**src/rtl/boid_draw_pkg.sv**
```systemverilog
// boid_draw_pkg: shared state encoding and screen geometry for the boid sprite writer.
package boid_draw_pkg;
    typedef enum logic [1:0] {IDLE, ERASE, DRAW, STEP} state_t;
    localparam int SCREEN_W = 640;
    localparam int SCREEN_H = 480;
    localparam int PIX_ADDR_W = 19;
endpackage

```
**src/rtl/boid_pix_addr.sv**
```systemverilog
// boid_pix_addr: maps sprite base col/row plus pixel index k to a framebuffer address and a clip flag.
module boid_pix_addr
    import boid_draw_pkg::*;
#(
    parameter int SIZE = 2,
    parameter int ADDR_W = PIX_ADDR_W
) (
    input  logic [15:0]       i_col,
    input  logic [15:0]       i_row,
    input  logic [3:0]        i_k,
    output logic [ADDR_W-1:0] o_addr,
    output logic              o_clip
);
    logic [16:0] w_c;
    logic [16:0] w_r;
    // one extra bit keeps base+offset from wrapping back onto the screen
    assign w_c = {1'b0, i_col} + 17'(i_k % SIZE);
    assign w_r = {1'b0, i_row} + 17'(i_k / SIZE);
    assign o_clip = (w_c >= 17'(SCREEN_W)) || (w_r >= 17'(SCREEN_H));
    assign o_addr = (ADDR_W'(w_r) << 9) + (ADDR_W'(w_r) << 7) + ADDR_W'(w_c);
endmodule

```
**src/rtl/boid_drawer.sv**
```systemverilog
// boid_drawer: per frame tick, optionally erases the old sprite, draws the new one, then pulses step.
// Define BOID_DRAWER_ERASE_EN to erase the previous sprite; otherwise sprites leave trails.
module boid_drawer
    import boid_draw_pkg::*;
#(
    parameter int          SIZE     = 2,
    parameter logic [7:0]  COLOR    = 8'hFF,
    parameter logic [7:0]  BG_COLOR = 8'h00,
    parameter int          ADDR_W   = PIX_ADDR_W
) (
    input  logic              clk,
    input  logic              reset,
    input  logic              start,
    input  logic [31:0]       x,
    input  logic [31:0]       y,
    input  logic [31:0]       px,
    input  logic [31:0]       py,
    output logic              busy,
    output logic              wr_en,
    output logic [ADDR_W-1:0] wr_addr,
    output logic [7:0]        wr_data,
    input  logic              wr_ready,
    output logic              step,
    output logic              done
);
    localparam logic [3:0] LAST = 4'(SIZE * SIZE - 1);
    state_t r_state;
    state_t w_state;
    logic [3:0] r_k;
    logic [3:0] w_k;
    logic [15:0] r_x;
    logic [15:0] r_y;
    logic [15:0] w_col;
    logic [15:0] w_row;
    logic w_adv;
    logic w_pix;
    logic w_clip;
    logic [ADDR_W-1:0] w_addr;
`ifdef BOID_DRAWER_ERASE_EN
    localparam state_t FIRST = ERASE;
    logic [15:0] r_px;
    logic [15:0] r_py;
    logic w_unused;
    assign w_unused = ^{x[15:0], y[15:0], px[15:0], py[15:0]};
`else
    localparam state_t FIRST = DRAW;
    logic w_unused;
    assign w_unused = ^{x[15:0], y[15:0], px, py};
`endif
    // a pixel retires when it was clipped (wr_en low) or its write was accepted
    assign w_adv = (r_state == ERASE || r_state == DRAW) && (!wr_en || wr_ready);
    assign w_pix = (w_state == ERASE) || (w_state == DRAW);
    always_comb begin
        w_state = r_state;
        w_k = r_k;
        if (r_state == IDLE && start) begin
            w_state = FIRST;
            w_k = '0;
        end else if (r_state == STEP) begin
            w_state = IDLE;
        end else if (w_adv) begin
            w_k = (r_k == LAST) ? '0 : r_k + 4'd1;
            if (r_k == LAST) w_state = (r_state == ERASE) ? DRAW : STEP;
        end
    end
    // outputs are registered, so address the pixel of the next state; in IDLE the latches are not loaded yet
    always_comb begin
        w_col = (r_state == IDLE) ? x[31:16] : r_x;
        w_row = (r_state == IDLE) ? y[31:16] : r_y;
`ifdef BOID_DRAWER_ERASE_EN
        if (w_state == ERASE) begin
            w_col = (r_state == IDLE) ? px[31:16] : r_px;
            w_row = (r_state == IDLE) ? py[31:16] : r_py;
        end
`endif
    end
    boid_pix_addr #(.SIZE(SIZE), .ADDR_W(ADDR_W)) u_addr (
        .i_col  (w_col),
        .i_row  (w_row),
        .i_k    (w_k),
        .o_addr (w_addr),
        .o_clip (w_clip)
    );
    always_ff @(posedge clk or negedge reset) begin
        if (!reset) begin
            r_state <= IDLE;
            r_k <= '0;
            r_x <= '0;
            r_y <= '0;
`ifdef BOID_DRAWER_ERASE_EN
            r_px <= '0;
            r_py <= '0;
`endif
            busy <= 1'b0;
            wr_en <= 1'b0;
            wr_addr <= '0;
            wr_data <= '0;
            step <= 1'b0;
            done <= 1'b0;
        end else begin
            r_state <= w_state;
            r_k <= w_k;
            if (r_state == IDLE && start) begin
                r_x <= x[31:16];
                r_y <= y[31:16];
`ifdef BOID_DRAWER_ERASE_EN
                r_px <= px[31:16];
                r_py <= py[31:16];
`endif
            end
            busy <= w_state != IDLE;
            wr_en <= w_pix && !w_clip;
            if (w_pix) begin
                wr_addr <= w_addr;
                wr_data <= (w_state == ERASE) ? BG_COLOR : COLOR;
            end
            step <= w_state == STEP;
            done <= w_state == STEP;
        end
    end
endmodule

```
**config.mk**
```make
export PLATFORM = sky130hd
export DESIGN_NAME = boid_drawer
export DESIGN_NICKNAME = d
export VERILOG_FILES = /design/src/rtl/boid_draw_pkg.sv /design/src/rtl/boid_pix_addr.sv /design/src/rtl/boid_drawer.sv
export SDC_FILE = /design/constraint.sdc
export NUM_CORES = 1
export LEC_CHECK = 0
export ABC_CLOCK_PERIOD_IN_PS = 8250
export CAP_MARGIN = 20
export CORE_MARGIN = 5
export CORE_UTILIZATION = 28
export CTS_CLUSTER_DIAMETER = 120
export DETAILED_ROUTE_END_ITERATION = 12
export GPL_ROUTABILITY_DRIVEN = 0
export SLEW_MARGIN = 5
export SYNTH_ARGS = -nofsm -noshare
export SYNTH_HDL_FRONTEND = slang
export SYNTH_HIERARCHICAL = 1
export SYNTH_SLANG_ARGS = --single-unit
export TNS_END_PERCENT = 50
```
**constraint.sdc**
```tcl
create_clock -name clk -period 8.25 [get_ports clk]
set_clock_uncertainty 0.2 [all_clocks]
set_input_delay 1.2375 -clock clk [delete_from_list [all_inputs] [get_ports clk]]
set_output_delay 1.2375 -clock clk [all_outputs]
set_load 0.02 [all_outputs]
```
### After elaboration in Yosys (flattened, before gate mapping)

Index checks and enable logic that the tools add are counted.

* register bits after elaboration: 68
* input port bits: 132
* output and inout port bits: 31
* word-level logic and storage cells: 46

* reductions and logical operators: 11
* magnitude comparators: 2
* add/sub/neg operators: 5
* multiplexer cells: 12
* equality and inequality tests: 7

Operators by type and width (number)
* 16-bit 2-to-1 mux: 2
* 19-bit by 17-bit adder with 19-bit output: 1
* 19-bit adder: 1
* 16-bit by 1-bit adder with 17-bit output: 1
* 16-bit by 3-bit adder with 17-bit output: 1
* 17-bit by 10-bit >= comparator with 1-bit output, second input constant: 1
* 17-bit by 9-bit >= comparator with 1-bit output, second input constant: 1
* 4-bit 2-to-1 mux: 4
* 2-bit equality test, second input constant: 4
* 2-bit 2-to-1 mux: 4
* 8-bit 2-to-1 mux: 1
* 4-bit by 1-bit adder with 4-bit output, second input constant: 1
* 2-bit by 1-bit equality test with 1-bit output, second input constant: 2
* 4-bit by 2-bit equality test with 1-bit output, second input constant: 1
* 1-bit logical OR: 4
* 1-bit logical AND: 3
* 1-bit zero test: 2
* 2-bit zero test: 1
* 2-bit nonzero test: 1
* 1-bit 2-to-1 mux: 1

### Logic depth before layout (Yosys ltp)

* word-level depth: 11
* gate-level depth with buffers: 24
* depth with buffers taken out: 22

### Modules after synthesis

Netlist, hierarchy kept.

Modules (own cells, without submodules)
* boid_drawer: cells an instance 205, seq. area each 1526.5 sq um, area an instance 3011.6 sq um, instances 1
* boid_pix_addr: cells an instance 200, seq. area each 0.0 sq um, area an instance 1488.9 sq um, instances 1

### Worst setup path before layout

No wires, ideal clock.

* path kind: in2reg
* start: input port wr_ready
* end: register wr_addr[17]
* library setup time: 0.125 ns
* arrival time: 5.212 ns
* stages on the path: 19
* buffers on the path: 0
* setup slack: 2.713 ns
* required time: 7.925 ns
* path through: nor2b_1 or3b_2 a21oi_1 ha_1 inv_1 fa_1 nand2b_1 nand2_1 nand2_1 xor2_1 fa_1 inv_1 ha_1 o21a_1 a2111oi_0 o31ai_1 a21oi_1 xnor2_1 mux2_2

* longest elaborated chain between the ends: 8
* elaborated cells on any way between the ends: 15
* classes of those cells: 4 x add/sub; 2 x eq/ne; 6 x mux; 3 x reduce/logical

Ends and longest elaborated chain
* start: declaration: line boid_drawer.sv:22 `input logic wr_ready,`
* 1-bit logical OR: line boid_drawer.sv:51 `assign w_adv = (r_state == ERASE || r_state == DRAW) && (!wr_en || wr_ready);`
* 1-bit logical AND: line boid_drawer.sv:51
* 4-bit 2-to-1 mux: line boid_drawer.sv:61 `end else if (w_adv) begin`
* 4-bit 2-to-1 mux: line boid_drawer.sv:59 `end else if (r_state == STEP) begin`
* 4-bit 2-to-1 mux: line boid_drawer.sv:56 `if (r_state == IDLE && start) begin`
* via w_k[1]: line boid_drawer.sv:30 `logic [3:0] w_k;`
* 16-bit by 3-bit adder with 17-bit output: line boid_pix_addr.sv:18 `assign w_r = {1'b0, i_row} + 17'(i_k / SIZE);`
* 19-bit adder: line boid_pix_addr.sv:20 `assign o_addr = (ADDR_W'(w_r) << 9) + (ADDR_W'(w_r) << 7) + ADDR_W'(w_c);`
* 19-bit by 17-bit adder with 19-bit output: line boid_pix_addr.sv:20
* via w_addr[17]: line boid_drawer.sv:38 `logic [ADDR_W-1:0] w_addr;`
* end signal: assignment: line boid_drawer.sv:114 `wr_addr <= w_addr;`
* end: declaration: line boid_drawer.sv:20 `output logic [ADDR_W-1:0] wr_addr,`

The timed path passes the listed nets, and every way through them passes these cells.
A chain may end at the register's enable or synchronous reset.

### Worst setup path in the final report

* start: input port wr_ready
* end: register wr_addr[17]

* elaborated cells on any way between the ends: 15
* classes of those cells: 4 x add/sub; 2 x eq/ne; 6 x mux; 3 x reduce/logical

RTL lines
* 1-bit logical OR: line boid_drawer.sv:51
* 1-bit logical AND: line boid_drawer.sv:51
* 4-bit 2-to-1 mux: line boid_drawer.sv:61
* 4-bit 2-to-1 mux: line boid_drawer.sv:59
* 4-bit 2-to-1 mux: line boid_drawer.sv:56
* via w_k[0]: line boid_drawer.sv:30
* 16-bit by 1-bit adder with 17-bit output: line boid_pix_addr.sv:17 `assign w_c = {1'b0, i_col} + 17'(i_k % SIZE);`
* 19-bit by 17-bit adder with 19-bit output: line boid_pix_addr.sv:20
* via w_addr[17]: line boid_drawer.sv:38

The timed path passes the listed nets, and every way through them passes these cells.

==> key figures <==
Outcome
  • Status: completed

Timing
  • Tmin final: between 6 and 7 ns
  • Final period utilization: 0.793
  • Slew at the pin closest to its max-slew limit: around 0.83 ns
  • F_max: roughly 150 MHz
  • # setup viols final: 0
  • Max-slew headroom: 0.444
  • Final hold violation count: 0
  • Post-route setup TNS: 0 ns
  • RSZ-0062 raised after global routing: false
  • Fin. max-slew vios: 0

Setup path
  • CP Buf/Inv Count: 2
  • Crit path max fanout: 7
  • Critical path type: in2reg
  • Cell mode on critical path: a21oi_1
  • CP peak stage delay: 0.60 ns
  • CP Launch Type: input port
  • CP required: around 8.3 ns
  • Critical-path cell list: clkdlybuf4s50_1 > nor2b_1 > or4_1 > a21oi_1 > ha_1 > nand3_1 > nor3_1 > nand2_1 > xor2_1 > fa_1 > inv_1 > ha_1 > a21oi_1 > o21ai_0 > a2111oi_0 > o31ai_1 > a21oi_1 > xnor2_1 > mux2_2
  • Crit path max-delay family: compound AO/OA/AOI/OAI gates
  • Arr. time, crit path: roughly 6.6 ns
  • Slowest-stage cell, CP: a2111oi_0
  • CP endpoint kind: flop

Global route
  • First-pass GRT wire length: 17000 um
  • Initial antenna violation count: 0
  • Total GRT Usage: 0.117
  • Vias in the first global route: about 3400
  • Largest net degree at the start of global routing: 62
  • Total grt overflow: 0

Placed design
  • Post-DP HPWL: 7760 um
  • Buffers on Ports: 66

Flow run
  • Max Cap Violations: 0

Synthesis
  • Commonest cells post-synth: 61 x dfrtp_1, 56 x mux2_2, 31 x inv_1
  • Sequential fraction of the synthesis area: 0.339
  • Synth Instances: 405
  • FFs w/ async S/R, synth: 1.00
  • Yosys reg bits: roughly 60
  • Ys flop type: dfrtp_1
  • Post-synth EDFFs: 0
  • Area leader, netlist: dfrtp_1
  • Syn Nets: 570
  • Syn Std Cell Area: 4500 sq um
  • Synth unique cells: 54
  • Largest cells by area after synthesis: dfrtp_1 34%, mux2_2 14%, mux2_4 9.3%, ha_1 6.7%, xnor2_1 5.1%
  • Synthesized area per cell: roughly 11 sq um
  • Total number of yosys warnings: 6
  • Most numerous cell in the Yosys netlist: dfrtp_1
  • Top cell type's share of synthesized area: 0.339

Die
  • Die Wd: roughly 140 um
  • Standard-cell rows: 46
  • Starting Density: 0.284
  • Die ar.: between 15000 and 20000 sq um
  • Total core area: ~16000 sq um
  • # IOs: roughly 160
  • Chip height: between 100 and 150 um

Drt
  • Iteration count of the initial detailed-routing pass: 4
  • DRC viols: 0
  • Via-per-instance ratio: roughly 4.6
  • Post-route ant nets: 0
  • DR WL/cell: around 15 um
  • Final wirelength: between 10000 and 15000 um
  • Vias post-DR: between 3000 and 4000
  • Detailed router's first-iteration violation count: about 150

Clock tree
  • CTS Sinks: 61
  • Hold buffer count at CTS: 0
  • CTS tree: built
  • Root Driver: clkbuf_16
  • Post-cts resize count: 0
  • Clk pin slew, worst setup/hold paths: 0.05 ns
  • Clock Tree Buf Depth: 2
  • Setup Buffers After CTS: 0
  • Worst skew pair latency: 0.34 ns
  • H-tree depth: 3
  • CTS Buf Count: 9

Hold path
  • Hold crit path type: reg2reg

Finish
  • Final nets: around 630
  • Layout area overhead: 24.3%
  • Diode count: 0
  • Ratio of cells with drive above 1 in the final layout: 0.241
-- cell families (layout without fill, tap and decap cells) --
family                   after synthesis  count (layout)  share of synthesized area
XOR/XNOR                              38              38                     0.0740
flip-flops                            61              61                      0.339
multiplexers                          85              85                      0.236
adder cells (fa/ha/maj)               33              33                      0.107
buffers and inverters                 52             115                     0.0614
AND/OR/NAND/NOR                       87              87                      0.108
AO/OA/AOI/OAI                         49              49                     0.0748
-- placed cells by master (no fill, tap or decap), types with 3 or more instances in the layout --
master and count:
a21oi_1 11, a31oi_1 3, and3_1 5, clkbuf_16 9, clkbuf_8 3, clkdlybuf4s50_1 65, clkinv_2 3, dfrtp_1 61
fa_1 9, ha_1 24, inv_1 31, mux2_2 56, mux2_4 28, nand2_1 20, nand3_1 11, nand4_1 10
nor2_1 12, nor2b_1 4, nor3_1 3, nor3b_1 3, o21a_1 4, o21ai_0 10, xnor2_1 26, xor2_1 12
-- layer usage --
metal / track usage / routed length [um] / part of all wire
met4: 0.0416 / 197 / 0.020
met2: 0.189 / 4780 / 0.47
met1: 0.145 / 4530 / 0.45
met5: 0 / 0 / 0
met3: 0.0393 / 578 / 0.057
-- path summary, 6_finish.rpt --
check	slack (ns)	cells past startpoint	endpoint	from
max	1.71	19	wr_addr[17]	wr_ready
min	0.31	1	r_y[14]	r_y[14]
min in group asynchronous	0.87	2	r_y[10]	reset
max in group asynchronous	6.46	2	wr_addr[7]	reset
min reg2reg	0.31	1	r_y[14]	r_y[14]
max reg2reg	2.35	20	wr_addr[17]	r_state[0]
-- flip-flops by register name, summed over array words and instances (netlist names) --
signal	cells
wr_data	1
r_y	16
wr_en	1
wr_addr	19
busy	1
done	1
r_state	2
r_k	4
r_x	16
-- cell type report --
| class | count | area (sq um) |
|---|---|---|
| inverter | 31 | 116 |
| fill | 1554 | 10200 |
| sequential | 61 | 1530 |
| clock buffer | 12 | 267 |
| tap | 216 | 270 |
| timing repair buffer | 68 | 671 |
| multi-input combinational | 292 | 2700 |
| clock inverter | 4 | 45.0 |
-- metrics by stage --
| step | cells | cell area [sq um] | utilization | hold slack [ns] | setup WS [ns] |
|---|---|---|---|---|---|
| CTS | 684 | 5590 | 0.353 | 0.305 | 1.76 |
| finish | 684 | 5590 | 0.353 | 0.306 | 1.71 |
| floorplan | 405 | 4500 | - | 0.277 | 2.71 |
| detailed placement | 668 | 5280 | 0.334 | 0.290 | 1.44 |
| global route | 684 | 5590 | 0.353 | 0.317 | 1.33 |
| global placement | 668 | 5280 | 0.334 | 0.287 | 1.61 |
Power is not shown: default switching activity piles up to over one toggle a cycle in this logic, so the estimate is an artifact.
